`src/rtl/fetch_unit.sv`:
```
// Instruction-fetch stage: issues one imem read per PC, absorbs memory latency,
// decode stalls (one-entry skid) and branch-redirect flushes into IF/ID.
module fetch_unit #(
  parameter logic [15:0] RESET_INSTR = 16'h0800
) (
  input  logic        clk,
  input  logic        rst,
  input  logic [15:0] pc_cur,
  output logic        pc_hold,
  output logic [15:0] pc_next_seq,
  output logic        imem_req,
  output logic [15:0] imem_addr,
  input  logic        imem_done,
  input  logic [15:0] imem_data,
  input  logic        stall_id,
  input  logic        flush,
  output logic        ifid_valid,
  output logic [15:0] ifid_instr,
  output logic [15:0] ifid_pc_plus2
);

  typedef enum logic [1:0] {
    S_REQ,
    S_WAIT,
    S_FULL,
    S_DISCARD
  } state_t;

  state_t      state, state_nxt;
  logic [15:0] req_pc;
  logic [15:0] skid_instr;
  logic [15:0] load_instr;
  logic        load_ok;
  logic        advance;
  logic        skid_load;

  assign pc_next_seq = pc_cur + 16'd2;
  assign imem_addr   = pc_cur;
  assign load_ok     = !ifid_valid || !stall_id;

  always_comb begin
    state_nxt  = state;
    imem_req   = 1'b0;
    advance    = 1'b0;
    skid_load  = 1'b0;
    load_instr = skid_instr;
    unique case (state)
      S_REQ: begin
        imem_req  = 1'b1;
        state_nxt = flush ? S_DISCARD : S_WAIT;
      end
      S_WAIT: begin
        if (imem_done) begin
          if (flush) begin
            state_nxt = S_REQ;
          end else if (load_ok) begin
            advance    = 1'b1;
            load_instr = imem_data;
            state_nxt  = S_REQ;
          end else begin
            skid_load = 1'b1;
            state_nxt = S_FULL;
          end
        end else if (flush) begin
          state_nxt = S_DISCARD;
        end
      end
      S_FULL: begin
        if (flush) begin
          state_nxt = S_REQ;
        end else if (!stall_id) begin
          advance   = 1'b1;
          state_nxt = S_REQ;
        end
      end
      S_DISCARD: begin
        if (imem_done) state_nxt = S_REQ;
      end
      default: state_nxt = S_REQ;
    endcase
    // Reset masks the request and freezes the PC regardless of state.
    if (rst) imem_req = 1'b0;
    pc_hold = rst ? 1'b1 : !(advance || flush);
  end

  always_ff @(posedge clk) begin
    if (rst) begin
      state         <= S_REQ;
      req_pc        <= '0;
      skid_instr    <= RESET_INSTR;
      ifid_valid    <= 1'b0;
      ifid_instr    <= RESET_INSTR;
      ifid_pc_plus2 <= '0;
    end else begin
      state <= state_nxt;
      if (state == S_REQ) req_pc <= pc_cur;
      if (skid_load) skid_instr <= imem_data;
      if (flush) begin
        ifid_valid    <= 1'b0;
        ifid_instr    <= RESET_INSTR;
        ifid_pc_plus2 <= '0;
      end else if (advance) begin
        ifid_valid    <= 1'b1;
        ifid_instr    <= load_instr;
        ifid_pc_plus2 <= req_pc + 16'd2;
      end else if (!stall_id) begin
        ifid_valid <= 1'b0;
      end
    end
  end

endmodule

```
`config.mk`:
```
export PLATFORM = sky130hd
export DESIGN_NAME = fetch_unit
export DESIGN_NICKNAME = d
export VERILOG_FILES = /design/src/rtl/fetch_unit.sv
export SDC_FILE = /design/constraint.sdc
export NUM_CORES = 1
export LEC_CHECK = 0
export CORE_MARGIN = 4
export CORE_UTILIZATION = 57
export DETAILED_ROUTE_END_ITERATION = 10
export DONT_BUFFER_PORTS = 1
export PLACE_DENSITY = 0.75
export SLEW_MARGIN = 20
export SYNTH_ARGS = -nofsm -noshare
export SYNTH_HDL_FRONTEND = slang
export SYNTH_SLANG_ARGS = --single-unit
```
`constraint.sdc`:
```
create_clock -name clk -period 1.8 [get_ports clk]
set_clock_uncertainty 0.2 [all_clocks]
set_input_delay 0.27 -clock clk [delete_from_list [all_inputs] [get_ports clk]]
set_output_delay 0.27 -clock clk [all_outputs]
set_load 0.05 [all_outputs]
```
==> impl_metrics.py, run 1 <==
metrics = {
    "yosys": {
        "avgSynthCellArea_um2": 9.32,
        "syn_nets": 402,
        "netlist_area_um2": 3340,
        "ys_seq_elements": 67,
        "yosysUniqueCellTypes": 39,
        "synth_area_leaders": "dfxtp_1 (40%), mux2i_1 (14%), nor2_1 (4.8%)",
        "synth_top_area_cell": "dfxtp_1",
        "seq_area_frac_synth": 0.402,
        "synth_top_area_frac": 0.402,
        "synthCells": 358,
        "synth_warnings": 0,
    },
    "worst_setup_path": {
        "slowest_stage": "dfxtp_4",
        "cp-startpoint": "state[1]$_SDFFE_PP0P_",
        "worstSetupPathType": "flip-flop to primary output",
        "r2r_start": "state[1]$_SDFFE_PP0P_",
        "crit_arrival_ns": 1.78,
        "path_buf_inv": 3,
        "path_cells": "inv_4, ha_4, and2_4, a22oi_2, buf_6, nor2_4, o21bai_4, buf_12",
        "path_max_fanout": 3,
        "cp-end-kind": "primary output",
        "cp-start-kind": "flip-flop",
        "worstPathRequired_ns": 1.33,
        "cp.depth": 8,
        "endpoint": "pc_hold",
        "cp_top_family": "flip-flops",
        "r2r_setup_slack_ns": -0.20,
        "critPathMaxStageDelay_ns": 0.39,
        "rr_endpoint": "ifid_instr[8]$_SDFFE_PP0P_",
        "r2r_cells": 8,
    },
    "outcome": {
        "violations": "setup timing",
        "status": "finished, violations left",
    },
    "die": {
        "start_util": 0.595,
        "dieArea_um2": 7140,
        "die_h_um": 84.5,
        "rows": 27,
        "core_um2": 5610,
        "die-width_um": 84.5,
        "pin_count": 104,
    },
    "drt": {
        "dr_wl_met2_um": 6140,
        "drt-initial-drc-count": 317,
        "via_per_inst": 6.55,
        "wl_met3_um": 1310,
        "drt-met1-wl_um": 4390,
        "detail-route-antenna-nets": 0,
        "drc": 0,
        "wirelength_um": 12600,
        "top_layer_used": "met4",
        "first_pass_iters": 5,
        "wire_per_inst_um": 25.3,
        "vias": 3269,
    },
    "global_routing": {
        "globalRouteOverflowTotal": 0,
        "grt_pass1_vias": 2991,
        "grt_max_degree": 36,
        "grt_first_pass_wirelength_um": 15600,
        "grt_use_total": 0.274,
        "antenna_found_initial": 1,
    },
    "timing": {
        "max_slew_margin": 0.543,
        "max_freq_ghz": 0.444,
        "setup_ws_ns": -0.452,
        "fin_crit_ns": 2.25,
        "final_hold_viol_count": 0,
        "worst_pin_slew_ns": 0.686,
        "setup_violations": 41,
        "maxSlewViolCount": 0,
        "timing.final.crit_share": 1.25,
        "rsz0062_at_grt": "yes",
        "finalSetupTns_ns": -4.56,
    },
    "final_layout": {
        "final.fill_count": 223,
        "syn_to_final_growth_pct": 49.6,
        "utilization": 0.890,
        "finalNetCount": 465,
        "final_design_area_no_fill_um2": 4990,
        "layout-drive-gt1-share": 0.385,
    },
    "place": {
        "post-place-ws_ns": -0.344,
        "port_buffers": 0,
        "detailed_place_hpwl_um": 5670,
        "place.gp.congestion": 0.800,
        "place_area_um2": 3790,
    },
    "power_and_ir_drop": {
        "p_int_w": 0.00310,
        "leakage_nw": 1.98,
        "seqPwrFrac": 0.366,
        "clkPwrFrac": 0.215,
        "p_sw_frac": 0.397,
        "comb_power_share": 0.419,
        "p_switching_w": 0.00205,
        "power_density_nw_per_um2": 1030,
        "ir_worst_vdd_v": 0.000858,
    },
    "job": {
        "cap_viol_max_count": 0,
    },
    "clocking": {
        "clockBufferDepth": 2,
        "insertion_delay_ns": 0.35,
        "clk_pin_slew_ns": 0.07,
        "cts_tree": "built",
        "cts_buffers": 9,
        "cts_htree_levels": 3,
        "cts-root-buf": "clkbuf_8",
        "cts.sinks": 67,
    },
    "worst_hold_path": {
        "min_delay_path_depth": 2,
        "min_path_type": "primary input to flip-flop",
    },
}
[worst register-to-register path, stage by stage (launching register included)]
cell,delay [ns]
dfxtp_4,0.39
inv_4,0.06
ha_4,0.17
and2_4,0.14
buf_4,0.15
and2_4,0.17
buf_12,0.16
mux2i_4,0.18
a211oi_2,0.29
[cell usage after synthesis]
master / number
a211o_1: 1
a211oi_1: 21
a21oi_1: 28
a22o_1: 1
a22oi_1: 1
a22oi_2: 1
a311oi_1: 2
and2_1: 2
and2_4: 1
and3_1: 1
and4_1: 2
buf_1: 1
buf_2: 7
buf_4: 18
buf_6: 2
clkbuf_1: 7
clkbuf_2: 2
dfxtp_1: 67
ha_1: 7
inv_1: 9
mux2i_1: 47
nand2_1: 10
nand2b_1: 2
nand3_1: 13
nand3_2: 1
nand4_1: 6
nand4_4: 1
nor2_1: 43
nor2b_1: 4
nor3_1: 5
nor4_1: 2
o211ai_1: 1
o21ai_0: 6
o21bai_1: 1
o221a_2: 7
or2_2: 1
or3_1: 1
xnor2_1: 12
xor2_1: 14
[cell families (layout without fill, tap and decap cells)]
logic type	Yosys count	after routing	synth area share
xor gates and xnor gates	26	26	0.0683
DFF	67	67	0.402
AOI/OAI and AO/OA	70	70	0.143
adders and majority gates	7	7	0.0263
other	0	1	0
buffers and inverters	46	114	0.0799
and+or+nand+nor	95	95	0.140
muxes	47	47	0.141
[registers in the layout (all words and copies together) (netlist names)]
name and flops:
req_pc 16, state 2, skid_instr 16, ifid_valid 1, ifid_instr 16, ifid_pc_plus2 16
[layout by cell type (no fill, tap or decap), types with 3 or more instances in the layout]
cell,instances
xnor2_4,3
clkbuf_8,9
ha_1,3
o21ai_0,5
clkbuf_16,3
ha_4,4
xnor2_2,4
buf_12,16
a211oi_1,7
nor3_1,5
xor2_2,4
clkinv_2,4
mux2i_1,39
nor2b_1,3
a211oi_2,14
a21oi_4,7
xnor2_1,5
inv_1,6
nor2_4,4
a21oi_1,8
dlygate4sd3_1,33
nand4_1,6
xor2_1,10
o221a_2,7
mux2i_2,6
dfxtp_4,3
buf_6,4
buf_4,29
nor2_1,38
a21oi_2,13
dfxtp_1,64
nand3_1,11
nand2_1,9
[per-layer routing]
layer,track usage,vias up
met4,0.109,0
met5,0,-
met1,0.327,1574
li1,-,1382
met2,0.449,238
met3,0.0962,75
[layout make-up]
type                    count  area [um^2]  share of cell area
clock buffers               9          124              0.0248
repair buffers             89         1070               0.215
inverters                   9         43.8             0.00878
diodes                      1         2.50            0.000502
clock inverters             7         43.8             0.00878
well taps                  72         90.1              0.0181
flip-flops and latches     67         1350               0.271
multi-input cells         245         2260               0.453
[worst min-delay path by stage]
stage	startpoint	to	slack (ns)
detailed placement	rst	state[0]$_SDFFE_PP0P_	0.14
CTS	rst	state[0]$_SDFFE_PP0P_	0.008
global route	rst	skid_instr[5]$_SDFFE_PP0P_	0.02
global placement	rst	state[0]$_SDFFE_PP0P_	0.14
floorplan	imem_data[0]	skid_instr[0]$_SDFFE_PP0P_	0.21
finish	rst	state[0]$_SDFFE_PP0P_	0.02
[metrics by stage]
step	instances	hold WS, ns	power, W
after floorplan	358	0.214	0.00285
after global placement	431	0.140	0.00307
after detailed placement	431	0.143	0.00310
after CTS	488	0.00800	0.00448
after global routing	499	0.0183	0.00528
final	499	0.0197	0.00515
[repair_timing]
item                                    CTS  global route
buffers inserted                          5             8
endpoints found under the setup margin   32            42
endpoints found under the hold margin    49             0
cloned                                    2             3
hold buffers                             34             0
gates resized for setup                  29            67
pin swaps                                10            38
[power by group through the flow]
| stage | clock, W | combinational (W) | sequential (W) |
|---|---|---|---|
| floorplan | 0 | 0.000984 | 0.00187 |
| global placement | 0 | 0.00119 | 0.00188 |
| detailed placement | 0 | 0.00122 | 0.00188 |
| CTS | 0.00108 | 0.00154 | 0.00186 |
| global route | 0.00116 | 0.00224 | 0.00189 |
| finish | 0.00111 | 0.00216 | 0.00189 |
Note: power is estimated with default switching activity, not from simulation.
==> run 2, diff against run 1 <==
Settings changed: GPL_TIMING_DRIVEN from default to 0.
==> run 2 against run 1 <==
- the flow finishes with violations (hold timing, setup timing)
- largest power group unchanged
- final area down 2.4%
- worst setup slack worse by 0.052 ns
- via count down 2.7%
- non-clock buffer count up 3
- hold slack worse by 0.025 ns
- critical endpoint unchanged
- wire length down 9.0%
- utilization down 2.2 points
- register-to-register slack about the same
- total power down 3.2%
- die area unchanged
==> impl_metrics.py, run 2 (synthesized netlist as in run 1, its figures left out) <==
metrics = {
    "clocking": {
        "cts_htree_levels": 3,
        "cts_tree": "built",
        "insertion_delay_ns": 0.35,
        "cts_buffers": 9,
        "cts.sinks": 67,
        "clk_pin_slew_ns": 0.07,
        "cts-root-buf": "clkbuf_8",
        "clockBufferDepth": 2,
    },
    "die": {
        "die-width_um": 84.5,
        "dieArea_um2": 7140,
        "pin_count": 104,
        "rows": 27,
        "start_util": 0.595,
        "die_h_um": 84.5,
        "core_um2": 5610,
    },
    "place": {
        "port_buffers": 0,
        "place_area_um2": 3600,
        "detailed_place_hpwl_um": 5840,
        "dp_cells": 430,
        "place.gp.congestion": 0.812,
        "post-place-ws_ns": -0.372,
    },
    "worst_setup_path": {
        "path_max_fanout": 3,
        "rr_endpoint": "ifid_instr[4]$_SDFFE_PP0P_",
        "cp-end-kind": "primary output",
        "r2r_setup_slack_ns": -0.21,
        "cp-start-kind": "flip-flop",
        "cp_top_family": "compound AO/OA/AOI/OAI gates",
        "path_buf_inv": 2,
        "crit_arrival_ns": 1.83,
        "path_cells": "inv_4, ha_4, and2_4, a22oi_2, nor2_4, buf_6, o21bai_4",
        "r2r_start": "state[1]$_SDFFE_PP0P_",
        "critPathMaxStageDelay_ns": 0.37,
        "worstSetupPathType": "flip-flop to primary output",
        "worstPathRequired_ns": 1.33,
        "r2r_cells": 9,
        "slowest_stage": "dfxtp_4",
    },
    "drt": {
        "drt-initial-drc-count": 301,
        "drc": 0,
        "wire_per_inst_um": 23.0,
        "vias": 3182,
        "wirelength_um": 11500,
        "detail-route-antenna-nets": 0,
        "first_pass_iters": 7,
        "via_per_inst": 6.36,
    },
    "global_routing": {
        "globalRouteOverflowTotal": 0,
        "grt_first_pass_wirelength_um": 15200,
        "grtUsageMet2": 0.427,
        "grt.met3_usage": 0.0893,
        "busiest_layer": "met2",
        "met1_usage": 0.328,
        "grt_pass1_vias": 2981,
        "grt_max_degree": 17,
        "grt_use_total": 0.266,
        "antenna_found_initial": 0,
    },
    "final_layout": {
        "diodes": 0,
        "final.fill_count": 263,
        "mostFrequentLayoutCells": "dfxtp_1 (62), mux2i_1 (39), nor2_1 (35), dlygate4sd3_1 (35), buf_4 (29)",
        "final_design_area_no_fill_um2": 4870,
        "finalNetCount": 468,
        "layout-drive-gt1-share": 0.364,
        "layout_commonest_cell": "dfxtp_1",
        "syn_to_final_growth_pct": 45.9,
        "final_cells": 500,
    },
    "power_and_ir_drop": {
        "leakage_nw": 1.90,
        "power_density_nw_per_um2": 1030,
        "seqPwrFrac": 0.382,
        "p_sw_frac": 0.390,
        "p_int_w": 0.00304,
        "clkPwrFrac": 0.234,
        "comb_power_share": 0.384,
        "p_switching_w": 0.00195,
        "ir_worst_vdd_v": 0.000764,
    },
    "timing": {
        "setup_ws_ns": -0.504,
        "final_hold_viol_count": 1,
        "worst_pin_slew_ns": 1.10,
        "rsz0062_at_grt": "yes",
        "max_slew_margin": 0.264,
        "max_freq_ghz": 0.434,
        "maxSlewViolCount": 0,
        "timing.final.crit_share": 1.28,
        "fin_crit_ns": 2.30,
        "hold_slack_ns": -0.00550,
        "setup_violations": 51,
    },
    "worst_hold_path": {
        "min_from": "imem_done",
        "min_path_type": "primary input to flip-flop",
        "min_delay_path_depth": 3,
        "hold_end": "state[1]$_SDFFE_PP0P_",
    },
    "job": {
        "cap_viol_max_count": 0,
    },
    "outcome": {
        "status": "finished, violations left",
        "violations": "hold timing, setup timing",
    },
}
## run 2: changes by cell type in the layout (fill, tap and decap cells not counted), moves of 3 or more
cell      before  now
buf_6          4    9
clkbuf_8       9   12
buf_12        16    3
a211oi_1       7   12
nor2_2         1    4
xor2_4         0    3
nor2_1        38   35
clkbuf_1       0    7
a211oi_2      14    9
xor2_2         4    1
## run 2: cell type report
class / instances / area (um^2) / share of cell area
Buffer: 34 / 275 / 0.0565
Clock buffer: 13 / 169 / 0.0347
Clock inverter: 2 / 10.0 / 0.00206
Inverter: 9 / 41.3 / 0.00848
Multi-Input combinational cell: 245 / 2290 / 0.471
Sequential cell: 67 / 1360 / 0.278
Tap cell: 72 / 90.1 / 0.0185
Timing Repair Buffer: 58 / 633 / 0.130
## run 2: tightest hold or removal path, cell delays in order
cell and delay, ns:
inv_1 0.04, o21ai_2 0.09, a311oi_1 0.09
## run 2: worst max-delay path by stage
stage	depth (start not counted)	from	endpoint	slack (ns)
finish	7	state[1]$_SDFFE_PP0P_	pc_hold	-0.50
CTS	7	state[1]$_SDFFE_PP0P_	pc_hold	-0.46
floorplan	7	state[1]$_SDFFE_PP0P_	pc_hold	-0.13
global placement	6	state[0]$_SDFFE_PP0P_	ifid_instr[2]$_SDFFE_PP0P_	-0.34
global route	7	state[1]$_SDFFE_PP0P_	pc_hold	-0.54
detailed placement	6	state[0]$_SDFFE_PP0P_	ifid_instr[1]$_SDFFE_PP0P_	-0.37
## run 2: timing repair
item | in CTS | in global routing
setup endpoints to repair | 52 | 59
endpoints found under the hold margin | 47 | 2
gates resized for setup | 49 | 72
hold buffers | 33 | 2
cloned | 3 | 2
setup buffers | 17 | 6
pin swaps | 24 | 31
## run 2: stage by stage
| stage | setup TNS (ns) | utilization | total power [W] |
|---|---|---|---|
| 5_1_grt | -7.87 | 0.868 | 0.00513 |
| 6_report | -5.33 | 0.868 | 0.00499 |
| 4_1_cts | -13.37 | 0.801 | 0.00452 |
| 3_3_place_gp | -6.25 | 0.642 | 0.00304 |
| 3_5_place_dp | -7.95 | 0.642 | 0.00306 |
| 2_1_floorplan | -0.145 | - | 0.00285 |
## run 2: power by group through the flow
stage | sequential [W] | combinational, W | clock, W
after floorplan | 0.00187 | 0.000984 | 0
after global placement | 0.00190 | 0.00114 | 0
after detailed placement | 0.00191 | 0.00115 | 0
after CTS | 0.00188 | 0.00147 | 0.00116
after global routing | 0.00192 | 0.00199 | 0.00123
final | 0.00191 | 0.00192 | 0.00117
## run 2: layer usage
| metal | up-vias | part of all wire |
|---|---|---|
| met5 | - | 0 |
| met4 | 0 | 0.037 |
| li1 | 1390 | - |
| met1 | 1530 | 0.36 |
| met3 | 51 | 0.099 |
| met2 | 211 | 0.51 |
==> run 3, diff against run 2 <==
Settings changed: CORE_MARGIN 4 to default.
==> run 3 against run 2 <==
- the run ends with setup timing left
- final area fell by 1.3%
- combinational power is 5% lower
- utilization is 0.64 points lower
- critical path depth decreased by 1
- wire length down 14%
- final cell count is 1.0% higher
- clock power up 11%
- critical path type unchanged
- critical endpoint unchanged
- largest power group is now registers
==> impl_metrics.py, run 3 (synthesized netlist as in run 1, its figures left out) <==
metrics = {
    "drt": {
        "wire_per_inst_um": 19.6,
        "wirelength_um": 9900,
        "detail-route-antenna-nets": 0,
        "drc": 0,
        "vias": 3060,
        "via_per_inst": 6.06,
        "first_pass_iters": 7,
        "drt-initial-drc-count": 203,
    },
    "timing": {
        "finalSetupTns_ns": -3.03,
        "setup_ws_ns": -0.430,
        "max_slew_margin": 0.265,
        "setup_violations": 33,
        "final_hold_viol_count": 0,
        "maxSlewViolCount": 0,
        "timing.final.crit_share": 1.24,
        "worst_pin_slew_ns": 1.09,
        "hold_slack_ns": 0.000752,
        "max_freq_ghz": 0.449,
        "fin_crit_ns": 2.23,
        "rsz0062_at_grt": "yes",
    },
    "worst_hold_path": {
        "hold_end": "state[0]$_SDFFE_PP0P_",
        "min_from": "imem_done",
        "min_path_type": "primary input to flip-flop",
        "min_delay_path_depth": 3,
    },
    "worst_setup_path": {
        "r2r_start": "state[1]$_SDFFE_PP0P_",
        "rr_endpoint": "ifid_pc_plus2[13]$_SDFFE_PP0P_",
        "worstPathRequired_ns": 1.33,
        "crit_arrival_ns": 1.76,
        "r2r_cells": 8,
        "path_max_fanout": 3,
        "worstSetupPathType": "flip-flop to primary output",
        "cp-start-kind": "flip-flop",
        "r2r_setup_slack_ns": -0.15,
        "cp-end-kind": "primary output",
    },
    "global_routing": {
        "globalRouteOverflowTotal": 0,
        "grt_max_degree": 17,
        "grt_first_pass_wirelength_um": 13600,
        "antenna_found_initial": 0,
        "grt_use_total": 0.286,
        "grt_pass1_vias": 2747,
    },
    "clocking": {
        "clk_pin_slew_ns": 0.07,
        "cts_htree_levels": 3,
        "cts_buffers": 9,
        "clockBufferDepth": 2,
        "cts.sinks": 67,
        "cts_tree": "built",
        "cts-root-buf": "clkbuf_8",
        "insertion_delay_ns": 0.35,
    },
    "die": {
        "start_util": 0.598,
        "die-width_um": 78.5,
        "dieArea_um2": 6160,
        "rows": 27,
        "pin_count": 104,
        "core_um2": 5570,
        "die_h_um": 78.5,
    },
    "final_layout": {
        "syn_to_final_growth_pct": 44.0,
        "mostFrequentLayoutCells": "dfxtp_1 (64), mux2i_1 (41), nor2_1 (36)",
        "layout-drive-gt1-share": 0.330,
        "diodes": 0,
        "layout_commonest_cell": "dfxtp_1",
        "finalNetCount": 472,
    },
    "outcome": {
        "status": "finished, violations left",
        "violations": "setup timing",
    },
    "place": {
        "port_buffers": 0,
        "place.gp.congestion": 0.779,
        "detailed_place_hpwl_um": 5500,
    },
    "job": {
        "cap_viol_max_count": 0,
    },
    "power_and_ir_drop": {
        "leakage_nw": 1.90,
        "power_density_nw_per_um2": 1040,
        "ir_worst_vdd_v": 0.000781,
    },
}
run 3: through the flow:
stage	power, W	utilization	cell area (um^2)	instances	setup slack [ns]
3_3_place_gp	0.00303	0.646	3600	430	-0.282
5_1_grt	0.00517	0.862	4800	505	-0.484
3_5_place_dp	0.00305	0.646	3600	430	-0.294
6_report	0.00501	0.862	4800	505	-0.430
4_1_cts	0.00463	0.795	4430	495	-0.429
2_1_floorplan	0.00285	-	3510	358	-0.134
run 3: power by group:
| group | total [W] | switching [W] | internal (W) | leakage [nW] |
|---|---|---|---|---|
| registers | 0.00188 | 0.000276 | 0.00160 | 0.546 |
| clock network | 0.00130 | 0.000621 | 0.000677 | 0.0987 |
| logic | 0.00183 | 0.00102 | 0.000815 | 1.26 |
| total | 0.00501 | 0.00191 | 0.00310 | 1.90 |
run 3: per-layer routing:
metal,global-route usage,routed length (um)
met5,0,0
met2,0.475,4890
met3,0.100,764
met1,0.347,4090
met4,0.0852,155
run 3: timing repair:
item | 4_1_cts | 5_1_grt
cloned | 1 | 5
hold buffers | 33 | 1
endpoints found under the hold margin | 47 | 1
resized for setup | 36 | 63
endpoints found under the setup margin | 49 | 51
pin swaps | 24 | 12
setup buffers | 26 | 8
run 3: worst max path at each step:
| stage | startpoint | to | slack, ns | cells past startpoint |
|---|---|---|---|---|
| after floorplan | state[1]$_SDFFE_PP0P_ | pc_hold | -0.13 | 7 |
| after global placement | state[0]$_SDFFE_PP0P_ | ifid_instr[10]$_SDFFE_PP0P_ | -0.28 | 6 |
| after detailed placement | state[1]$_SDFFE_PP0P_ | pc_hold | -0.29 | 7 |
| after CTS | state[1]$_SDFFE_PP0P_ | pc_hold | -0.43 | 7 |
| after global routing | state[1]$_SDFFE_PP0P_ | pc_hold | -0.48 | 7 |
| final | state[1]$_SDFFE_PP0P_ | pc_hold | -0.43 | 6 |
run 3: critical path, stage by stage, from the launching register on:
cell,delay [ns]
dfxtp_4,0.36
buf_4,0.14
ha_2,0.20
a22oi_2,0.24
nor2_4,0.06
buf_6,0.12
o21bai_4,0.30
run 3: area by class of cell:
cell class	instances	area (um^2)
multi-input cells	245	2190
fillers	287	771
well taps	72	90.1
flip-flops and latches	67	1350
plain buffers	34	270
clock buffers	10	138
inverters	9	41.3
repair buffers	62	661
clock inverters	6	63.8
